$ cat src/rtl/serial_subtractor_unit.sv
// Digit-serial A - B - borrowIn unit: one DIGIT-bit ripple-borrow slice reused over WIDTH/DIGIT cycles.
// Supports SUB, ABS (second serial negate pass) and CMP, with valid/ready handshakes on both sides.
`timescale 1ns/1ps
module serial_subtractor_unit #(
  parameter int unsigned WIDTH = 6,
  parameter int unsigned DIGIT = 1
) (
  input  logic             clk,
  input  logic             rstN,
  input  logic             inValid,
  output logic             inReady,
  input  logic [WIDTH-1:0] a,
  input  logic [WIDTH-1:0] b,
  input  logic             borrowIn,
  input  logic [1:0]       mode,
  output logic             outValid,
  input  logic             outReady,
  output logic [WIDTH-1:0] diff,
  output logic             borrowOut,
  output logic             zero,
  output logic             overflow
);

  localparam int unsigned N  = WIDTH / DIGIT;
  localparam int unsigned CW = (N > 1) ? $clog2(N) : 1;

  typedef enum logic [1:0] {S_IDLE, S_RUN, S_NEG, S_DONE} state_t;
  typedef enum logic [1:0] {M_SUB = 2'b00, M_ABS = 2'b01, M_CMP = 2'b10, M_RSV = 2'b11} mode_t;

  state_t           r_state;
  state_t           w_next;
  logic             r_armed;
  mode_t            r_mode;
  logic [WIDTH-1:0] r_opA;
  logic [WIDTH-1:0] r_opB;
  logic [WIDTH-1:0] r_res;
  logic             r_brw;
  logic [CW-1:0]    r_cnt;
  logic             r_ovfSign;
  logic             r_aMsb;
  logic             r_runBorrow;
  logic             r_runZero;
  logic             r_runOvf;
  logic [WIDTH-1:0] r_diff;
  logic             r_borrowOut;
  logic             r_zero;
  logic             r_overflow;

  logic             w_accept;
  logic             w_lastStep;
  logic [DIGIT-1:0] w_sliceD;
  logic             w_sliceB;
  logic [WIDTH-1:0] w_resNext;
  logic             w_fZero;
  logic             w_fOvf;
  logic             w_goNeg;

  assign w_accept   = inValid & inReady;
  assign w_lastStep = (r_cnt == CW'(N - 1));

  // Shared DIGIT-bit ripple-borrow slice
  always_comb begin
    logic bb;
    logic x;
    logic y;
    bb       = r_brw;
    w_sliceD = '0;
    for (int unsigned i = 0; i < DIGIT; i++) begin
      x           = r_opA[i];
      y           = r_opB[i];
      w_sliceD[i] = x ^ y ^ bb;
      bb          = (~x & y) | (~(x ^ y) & bb);
    end
    w_sliceB = bb;
  end

  generate
    if (DIGIT == WIDTH) begin : g_full
      assign w_resNext = w_sliceD;
    end else begin : g_serial
      assign w_resNext = {w_sliceD, r_res[WIDTH-1:DIGIT]};
    end
  endgenerate

  assign w_fZero = (w_resNext == '0);
  assign w_fOvf  = r_ovfSign & (w_resNext[WIDTH-1] != r_aMsb);
  assign w_goNeg = (r_mode == M_ABS) & w_sliceB;

  always_ff @(posedge clk or negedge rstN) begin
    if (!rstN) r_state <= S_IDLE;
    else       r_state <= w_next;
  end

  always_comb begin
    w_next = r_state;
    case (r_state)
      S_IDLE:  if (w_accept) w_next = S_RUN;
      S_RUN:   if (w_lastStep) w_next = w_goNeg ? S_NEG : S_DONE;
      S_NEG:   if (w_lastStep) w_next = S_DONE;
      S_DONE:  if (outReady) w_next = S_IDLE;
      default: w_next = S_IDLE;
    endcase
  end

  always_comb begin
    inReady  = (r_state == S_IDLE) & r_armed;
    outValid = (r_state == S_DONE);
  end

  always_ff @(posedge clk or negedge rstN) begin
    if (!rstN) begin
      r_armed     <= 1'b0;
      r_mode      <= M_SUB;
      r_opA       <= '0;
      r_opB       <= '0;
      r_res       <= '0;
      r_brw       <= 1'b0;
      r_cnt       <= '0;
      r_ovfSign   <= 1'b0;
      r_aMsb      <= 1'b0;
      r_runBorrow <= 1'b0;
      r_runZero   <= 1'b0;
      r_runOvf    <= 1'b0;
      r_diff      <= '0;
      r_borrowOut <= 1'b0;
      r_zero      <= 1'b0;
      r_overflow  <= 1'b0;
    end else begin
      r_armed <= 1'b1;
      case (r_state)
        S_IDLE: begin
          if (w_accept) begin
            r_opA     <= a;
            r_opB     <= b;
            r_mode    <= mode_t'(mode);
            r_brw     <= borrowIn;
            r_cnt     <= '0;
            r_ovfSign <= a[WIDTH-1] != b[WIDTH-1];
            r_aMsb    <= a[WIDTH-1];
          end
        end
        S_RUN: begin
          r_opA <= r_opA >> DIGIT;
          r_opB <= r_opB >> DIGIT;
          r_res <= w_resNext;
          r_brw <= w_sliceB;
          r_cnt <= w_lastStep ? '0 : r_cnt + CW'(1);
          if (w_lastStep) begin
            // RUN-pass flags are kept aside so the ABS negate pass cannot disturb them
            r_runBorrow <= w_sliceB;
            r_runZero   <= w_fZero;
            r_runOvf    <= w_fOvf;
            if (w_goNeg) begin
              r_opA <= '0;
              r_opB <= w_resNext;
              r_brw <= 1'b0;
            end else begin
              r_diff      <= (r_mode == M_CMP) ? '0 : w_resNext;
              r_borrowOut <= w_sliceB;
              r_zero      <= w_fZero;
              r_overflow  <= w_fOvf;
            end
          end
        end
        S_NEG: begin
          r_opA <= r_opA >> DIGIT;
          r_opB <= r_opB >> DIGIT;
          r_res <= w_resNext;
          r_brw <= w_sliceB;
          r_cnt <= w_lastStep ? '0 : r_cnt + CW'(1);
          if (w_lastStep) begin
            r_diff      <= w_resNext;
            r_borrowOut <= r_runBorrow;
            r_zero      <= r_runZero;
            r_overflow  <= r_runOvf;
          end
        end
        default: ;
      endcase
    end
  end

  assign diff      = r_diff;
  assign borrowOut = r_borrowOut;
  assign zero      = r_zero;
  assign overflow  = r_overflow;

endmodule
$ cat config.mk
export PLATFORM = sky130hd
export DESIGN_NAME = serial_subtractor_unit
export DESIGN_NICKNAME = d
export VERILOG_FILES = /design/src/rtl/serial_subtractor_unit.sv
export SDC_FILE = /design/constraint.sdc
export NUM_CORES = 1
export LEC_CHECK = 0
export CORE_UTILIZATION = 58
export CTS_BUF_LIST = sky130_fd_sc_hd__clkbuf_16
export CTS_CLUSTER_SIZE = 20
export DETAILED_ROUTE_END_ITERATION = 10
export GPL_TIMING_DRIVEN = 0
export PLACE_DENSITY = 0.9
export SLEW_MARGIN = 20
export SYNTH_ARGS = -nofsm -noshare
export SYNTH_HDL_FRONTEND = slang
export SYNTH_SLANG_ARGS = --single-unit
$ cat constraint.sdc
create_clock -name clk -period 2.8 [get_ports clk]
set_input_delay 0.28 -clock clk [delete_from_list [all_inputs] [get_ports clk]]
set_output_delay 0.28 -clock clk [all_outputs]
set_load 0.02 [all_outputs]
==> impl_metrics.tcl, run 1 <==
set metrics [dict create \
    cp_slowest_cell "clkbuf_1" \
    cp.depth 6 \
    grt_usage_pct 27.9 \
    final_max_slew_viol_count 0 \
    cpPeakStageDelay_ns 0.43 \
    r2r_setup_slack_ns 0.56 \
    yosys.area.top_type "dfrtp_1" \
    post_cts_buffers 0 \
    syn_nets 236 \
    crit_path_end_kind "register" \
    clkTransAtPathRegs_ns 0.06 \
    port_buffers 29 \
    htree_levels 2 \
    drtIter0Drc 84 \
    place_area_um2 2440 \
    post_cts_resize_count 0 \
    dp_hpwl_mm 3.27 \
    numCtsBuffers 5 \
    powerDensity_nw_per_um2 1340 \
    async_reset_ff_share_pct 100 \
    p_leak_uw 0.00114 \
    start_util_pct 61.4 \
    yosys_most_used_dff "dfrtp_1" \
    pre_cts_ws_ns 0.566 \
    first_pass_iters 4 \
    fp.coreArea_um2 3390 \
    clkLatencyLatePin_ns 0.28 \
    rsz0062_at_grt "no" \
    viasPerCell 5.75 \
    ys.warnings.count 0 \
    cts.sinks 40 \
    maxCapViolCount 0 \
    worstPathCellList "inv_1 > ha_1 > clkbuf_1 > clkbuf_1 > o21ai_0 > o21ai_0" \
    fin_setup_tns_ns 0 \
    ys_ff_latch 40 \
    drive_gt1_share_pct 10.8 \
    die_h_um 61.9 \
    setup.worst_path.class "register to register" \
    synthesis.area_um2 2080 \
    grt-ovfl-total 0 \
    io_pins 30 \
    synthTopCellsByArea "dfrtp_1, nand2_1, o21ai_0" \
    ys_seq_area_share_pct 48.1 \
    clockBufferDepth 2 \
    area_growth_pct 26.8 \
    crit_end "r_opB[2]" \
    diodes 0 \
    routedWlPerCell_um 15.5 \
    hold_viol_final 0 \
    clock_skew_ns 0.00516 \
    die_x_um 61.9 \
    rr_startpoint "r_state[0]" \
    ant_nets 0 \
    finalCriticalPeriod_ns 2.24 \
    drc 0 \
    tightestPinTransition_ns 0.643 \
    path_buf_inv 3 \
    nets 274 \
    r2r_end "r_opB[2]" \
    netlist.area_leader.share_pct 48.1 \
    required_ns 2.99 \
    crit_start "r_state[0]" \
    synth_edf_count 0 \
    cts_tree "built" \
    vdd_drop_max_mv 1.06 \
    vias 1695 \
    hp-class "input pin to async pin" \
    synth_cell_types 43 \
    grt_pass1_vias 1552 \
    grt_start_max_net_pins 29 \
    relSlewSlack_pct 57.1 \
    final_cell_area_um2 2640 \
    status "complete, no violations" \
    gp_congestion 0.862 \
    grt_pass1_wl_mm 7.33 \
    critical-path-top-delay-family "buffers and inverters" \
    crit_path_start_kind "register" \
    wl_mm 4.58 \
    antenna_found_initial 0 \
    fillers 223 \
    die-area_um2 3830 \
    rows 21 \
    setup_viol 0 \
    reg2reg_depth 6 \
    fin_crit_sh_pct 79.9 \
    root_buffer "clkbuf_16" \
    critPathMaxFanout 10 \
    crit_arrival_ns 2.43 \
    postLayoutSetupSlackWorst_ns 0.564 \
    avgSynthCellArea_um2 9.87 \
    syn_inst 211 \
    max_freq_mhz 447 \
]
## cell families (layout without fill, tap and decap cells)
family,count (synthesis),after routing,share of synthesized area (%)
compound gates,48,48,18.5
xor+xnor,2,2,0.841
fa+ha+maj,6,6,3.97
buf+inv,16,54,3.31
flops,40,40,48.1
mux,9,9,4.81
other cells,1,1,0.180
simple gates,89,89,20.3
## routing by layer
layer	vias up	global-route usage (%)	wire length (um)
met1	825	34.8	2040
met4	0	16.2	145
met2	37	43.8	2270
met5	-	0	0
li1	822	-	-
met3	11	7.66	129
## flip-flops by register name, summed over array words and instances, names as in the netlist, 2 cells and up
signal	count
r_state	2
r_res	5
r_cnt	3
diff	6
r_mode	2
r_opA	6
r_opB	6
## what timing repair did
action,4_1_cts,5_1_grt
hold buffers,1,0
endpoints found under the hold margin,12,0
endpoints found under the setup margin,0,0
## placed cells by master (no fill, tap or decap), types with 2 or more instances in the layout
master and n:
nand2_1 49, dfrtp_1 40, clkdlybuf4s50_1 28, o21ai_0 19, nand3_1 9, mux2_2 8, inv_1 7, nor2_1 7
a221o_1 6, nor3_1 5, clkbuf_1 5, a311oi_1 5, and3_1 5, ha_1 5, clkbuf_16 5, a31oi_1 3
buf_2 2, buf_1 2, nand3b_2 2, o21bai_1 2, a2111oi_4 2, and2b_1 2, nor4b_1 2, a21oi_1 2
o211ai_1 2, xnor2_1 2, bufinv_16 2
## how the worst min path moves through the flow
stage | start | end | cells past startpoint
after floorplan | rstN | borrowOut | 0
after global placement | diff[2] | diff[2] | 2
after detailed placement | rstN | diff[5] | 1
after CTS | rstN | r_res[2] | 2
after global routing | rstN | diff[5] | 2
final | rstN | r_res[2] | 2
## synthesized netlist by cell type (3+ instances only)
cell      count
mux2_2        8
ha_1          5
nand3_1       9
o21ai_0      19
dfrtp_1      40
a31oi_1       3
clkbuf_1      5
a221o_1       6
nand2_1      49
and3_1        5
nor3_1        5
nor2_1        7
a311oi_1      5
inv_1         7
## report_power, final
| part | internal [uW] | total, uW | switching [uW] | leakage (uW) |
|---|---|---|---|---|
| Combinational | 756 | 1750 | 995 | 0.000562 |
| Clock | 505 | 717 | 212 | 0.0000899 |
| Sequential | 855 | 1080 | 225 | 0.000491 |
| Total | 2120 | 3550 | 1430 | 0.00114 |
## worst reg2reg max path: stages (launching register included)
cell	delay, ns
dfrtp_1	0.38
inv_1	0.15
ha_1	0.33
clkbuf_1	0.43
clkbuf_1	0.43
o21ai_0	0.21
o21ai_0	0.21
## layout make-up
cell class              instances  area [um^2]  share of cell area (%)
plain buffers                   9         42.5                    1.61
clock inverters                 2         60.1                    2.27
inverters                       7         26.3                   0.995
multi-input cells             155         1010                    38.3
flip-flops and latches         40         1000                    37.9
clock buffers                   5          125                    4.74
repair buffers                 31          315                    11.9
well taps                      46         57.6                    2.18
## through the flow
stage / std cells / hold WS (ns) / utilization [%] / power (uW)
6_report: 295 / 0.412 / 77.9 / 3550
3_5_place_dp: 287 / 0.184 / 72.1 / 2820
5_1_grt: 295 / 0.461 / 77.9 / 3800
4_1_cts: 295 / 0.419 / 77.9 / 3560
3_3_place_gp: 286 / 0.449 / 71.7 / 2720
2_1_floorplan: 211 / -0.0156 / - / 2280
(Power assumes the default switching activity.)
==> inputs of run 2 (changes only) <==
--- a/config.mk
+++ b/config.mk
@@ -5,12 +5,12 @@
 export SDC_FILE = /design/constraint.sdc
 export NUM_CORES = 1
 export LEC_CHECK = 0
-export CORE_UTILIZATION = 58
+export CORE_UTILIZATION = 49
 export CTS_BUF_LIST = sky130_fd_sc_hd__clkbuf_16
 export CTS_CLUSTER_SIZE = 20
 export DETAILED_ROUTE_END_ITERATION = 10
 export GPL_TIMING_DRIVEN = 0
-export PLACE_DENSITY = 0.9
+export PLACE_DENSITY = 0.82
 export SLEW_MARGIN = 20
 export SYNTH_ARGS = -nofsm -noshare
 export SYNTH_HDL_FRONTEND = slang
==> constraint.sdc (replaced) <==
create_clock -name clk -period 2 [get_ports clk]
set_input_delay 0.2 -clock clk [delete_from_list [all_inputs] [get_ports clk]]
set_output_delay 0.2 -clock clk [all_outputs]
set_load 0.02 [all_outputs]
==> impl_metrics.tcl, run 2 (synthesized netlist as in run 1, its figures left out) <==
set metrics [dict create \
    crit_path_start_kind "register" \
    cpPeakStageDelay_ns 0.41 \
    drive_gt1_share_pct 16.3 \
    area_growth_pct 28.5 \
    viasPerCell 5.50 \
    area.sequential_um2 1000 \
    gp_congestion 0.806 \
    crit_arrival_ns 2.07 \
    grt_pass1_vias 1558 \
    die-area_um2 4510 \
    fin_setup_tns_ns 0 \
    htree_levels 2 \
    setup_viol 0 \
    finalPower_uw 4850 \
    numCtsBuffers 5 \
    clkTransAtPathRegs_ns 0.06 \
    grt_pass1_wl_mm 7.32 \
    finalCriticalPeriod_ns 1.91 \
    grt_util_met2_pct 37.3 \
    root_buffer "clkbuf_16" \
    powerDensity_nw_per_um2 1810 \
    final_cell_area_um2 2680 \
    dp_hpwl_mm 3.13 \
    ant_nets 0 \
    crit_path_end_kind "register" \
    fillers 338 \
    most-common-layout-cells "nand2_1, dfrtp_1, clkdlybuf4s50_1" \
    die_h_um 67.2 \
    wl_mm 4.46 \
    cts_tree "built" \
    clock_skew_ns 0.00603 \
    fin_crit_sh_pct 95.7 \
    critPathMaxFanout 9 \
    drtIter0Drc 145 \
    cts.sinks 40 \
    required_ns 2.16 \
    clkLatencyLatePin_ns 0.28 \
    nets 281 \
    drc 0 \
    grt_usage_pct 22.7 \
    post-place-cells 291 \
    place_area_um2 2450 \
    grt_util_met3_pct 6.08 \
    rows 23 \
    vdd_drop_max_mv 1.09 \
    vias 1688 \
    first_pass_iters 4 \
    fin_util_pct 66.4 \
    diodes 0 \
    antenna_found_initial 0 \
    start_util_pct 51.7 \
    worstPathCellList "ha_1 > buf_2 > or2_1 > a221o_1 > a2111oi_4 > a21oi_2" \
    fp.coreArea_um2 4030 \
    cp_slowest_cell "dfrtp_1" \
    status "complete, no violations" \
    final_max_slew_viol_count 0 \
    instances_no_fill 307 \
    port_buffers 29 \
    routedWlPerCell_um 14.5 \
    die_x_um 67.2 \
    max_freq_mhz 522 \
    hp-class "input pin to async pin" \
    met1_usage_pct 28.5 \
    setup.worst_path.class "register to register" \
    io_pins 30 \
    clockBufferDepth 2 \
    p_leak_uw 0.00119 \
    multiInputGateArea_um2 1030 \
    top_usage_layer "met2" \
    grt-ovfl-total 0 \
    hold_viol_final 0 \
    final_common_cell "nand2_1" \
    maxCapViolCount 0 \
    grt_start_max_net_pins 30 \
]
## run 2: cell type report
| class | count | area share, % |
|---|---|---|
| repair buffers | 38 | 13.7 |
| multi-input cells | 155 | 38.5 |
| plain buffers | 9 | 1.87 |
| clock buffers | 5 | 4.68 |
| inverters | 7 | 0.982 |
| flip-flops and latches | 40 | 37.4 |
| well taps | 50 | 2.34 |
| clock inverters | 3 | 0.514 |
## run 2: worst paths after layout
check                           start    endpoint  slack [ns]  cells past startpoint
min in group clk              diff[5]     diff[5]        0.46                      2
max reg2reg                r_state[0]  r_state[0]        0.09                      6
min                              rstN     diff[4]        0.33                      2
min reg2reg                   diff[5]     diff[5]        0.46                      2
max                        r_state[0]  r_state[0]        0.09                      6
max in group asynchronous        rstN    r_opA[4]        1.23                      3
## run 2: metal layers
metal,wire length [um],vias up
li1,-,839
met1,1900,790
met2,2250,53
met4,66,0
met5,0,-
met3,252,6
## run 2: worst max-delay path: cells and delay by family, from the launching register on
family | cells | cell delay, ns
fa+ha+maj | 1 | 0.20
buf+inv | 1 | 0.18
flops | 1 | 0.41
simple gates | 1 | 0.24
compound gates | 3 | 0.76
## run 2: power by group
part	total (uW)	internal, uW	switching, uW	leakage [uW]
sequential	1500	1200	308	0.000491
combinational	2580	1170	1410	0.000626
clock	769	453	316	0.0000710
total	4850	2820	2030	0.00119
## run 2: through the flow
step | hold slack [ns] | setup WS [ns]
6_report | 0.331 | 0.0857
5_1_grt | 0.371 | -0.0144
4_1_cts | 0.339 | 0.0147
3_5_place_dp | 0.0947 | -0.154
3_3_place_gp | 0.449 | -0.232
2_1_floorplan | -0.0956 | 0.0810
## run 2: repair_timing
item                       4_1_cts  5_1_grt
pin swaps                        2        5
hold endpoints to repair        11        0
resized for setup                6       10
setup endpoints to repair       24       13
hold buffers                     1        0
setup buffers                    4        3
==> inputs of run 3 (changes only) <==
==> constraint.sdc (replaced) <==
create_clock -name clk -period 2 [get_ports clk]
set_input_delay 0.2 -clock clk [delete_from_list [all_inputs] [get_ports clk]]
set_output_delay 0.2 -clock clk [all_outputs]
set_load 0.01 [all_outputs]
==> impl_metrics.tcl, run 3 (synthesized netlist as in run 1, its figures left out) <==
set metrics [dict create \
    clockBufferDepth 2 \
    drtIter0Drc 126 \
    die_x_um 67.2 \
    fin_util_pct 66.5 \
    port_buffers 29 \
    required_ns 2.16 \
    cts_tree "built" \
    powerDensity_nw_per_um2 1780 \
    first_pass_iters 4 \
    final_max_slew_viol_count 0 \
    hp-class "input pin to async pin" \
    max_freq_mhz 521 \
    finalPower_uw 4770 \
    crit_path_end_kind "register" \
    clkTransAtPathRegs_ns 0.06 \
    crit_arrival_ns 2.08 \
    maxCapViolCount 0 \
    ant_nets 0 \
    rsz0062_at_grt "no" \
    viasPerCell 5.51 \
    nets 281 \
    p_leak_uw 0.00118 \
    setup_viol 0 \
    antenna_found_initial 0 \
    cts.sinks 40 \
    fp.coreArea_um2 4030 \
    gp_congestion 0.806 \
    drc 0 \
    fin_crit_sh_pct 96.0 \
    fin_setup_tns_ns 0 \
    area_growth_pct 28.7 \
    status "complete, no violations" \
    diodes 0 \
    rows 23 \
    hold_viol_final 0 \
    crit_path_start_kind "register" \
    drive_gt1_share_pct 16.3 \
    setup.worst_path.class "register to register" \
    wl_mm 4.47 \
    die-area_um2 4510 \
    routedWlPerCell_um 14.5 \
    grt_pass1_wl_mm 7.32 \
    final_common_cell "nand2_1" \
    dp_hpwl_mm 3.13 \
    fillers 337 \
    fin_hold_ws_ns 0.332 \
    grt_usage_pct 22.7 \
    io_pins 30 \
    root_buffer "clkbuf_16" \
    start_util_pct 51.7 \
    clock_skew_ns 0.00564 \
    finalCriticalPeriod_ns 1.92 \
    die_h_um 67.2 \
    vias 1692 \
    numCtsBuffers 5 \
    grt_start_max_net_pins 30 \
    critPathMaxFanout 9 \
    grt-ovfl-total 0 \
    htree_levels 2 \
    grt_pass1_vias 1558 \
    most-common-layout-cells "nand2_1, dfrtp_1, clkdlybuf4s50_1" \
    clkLatencyLatePin_ns 0.28 \
    vdd_drop_max_mv 1.10 \
]
-- run 3: cell types whose count changed in the layout (fill, tap and decap cells not counted), sizes merged --
cell | before | now
clkbuf | 10 | 11
buf | 13 | 12
clkdlybuf4s50 | 27 | 28
dlygate4sd2 | 1 | 0
-- run 3: report_power, final --
part           switching [uW]  internal, uW  total, uW  leakage (uW)
logic                    1330          1170       2500      0.000618
clock network             313           453        766     0.0000710
registers                 307          1200       1500      0.000491
total                    1950          2820       4770       0.00118
-- run 3: worst paths after layout --
kind / from / to / slack [ns] / depth (start not counted)
worst max-delay path: r_state[0] / r_state[0] / 0.08 / 6
worst min-delay path: rstN / diff[4] / 0.33 / 2
worst max register to register: r_state[0] / r_state[0] / 0.08 / 6
worst min register to register: diff[5] / diff[5] / 0.46 / 2
max in group asynchronous: rstN / r_opA[4] / 1.23 / 3
min in group clk: diff[5] / diff[5] / 0.46 / 2
-- run 3: worst max-delay path, stage by stage (launching register included) --
cell and delay (ns):
dfrtp_1 0.41, ha_1 0.20, buf_2 0.18, or2_1 0.24, a221o_1 0.36, a2111oi_4 0.34
a21oi_2 0.06
-- run 3: metrics by stage --
stage / std cells / area, um^2 / setup slack [ns]
2_1_floorplan: 211 / 2080 / 0.0810
3_3_place_gp: 290 / 2430 / -0.232
3_5_place_dp: 291 / 2450 / -0.154
4_1_cts: 304 / 2650 / 0.0299
5_1_grt: 307 / 2680 / 0.00812
6_report: 307 / 2680 / 0.0794
-- run 3: timing repair --
item / 4_1_cts / 5_1_grt
hold buffers: 1 / 0
setup endpoints to repair: 24 / 7
hold endpoints to repair: 11 / 0
resized for setup: 7 / 4
pin swaps: 2 / 4
setup buffers: 4 / 3
-- run 3: final cells by class --
class                   instances  area, um^2  area share (%)
inverters                       7        26.3           0.981
flip-flops and latches         40        1000            37.4
repair buffers                 38         368            13.7
well taps                      50        62.6            2.34
clock buffers                   5         125            4.67
plain buffers                   9        48.8            1.82
multi-input cells             155        1030            38.6
clock inverters                 3        13.8           0.514
-- run 3: per-layer routing --
metal | up-vias | share of wire (%) | global-route usage [%]
met4 | 0 | 1.4 | 8.51
met2 | 53 | 51 | 37.3
li1 | 839 | - | -
met5 | - | 0 | 0
met3 | 5 | 5.1 | 6.08
met1 | 795 | 43 | 28.5
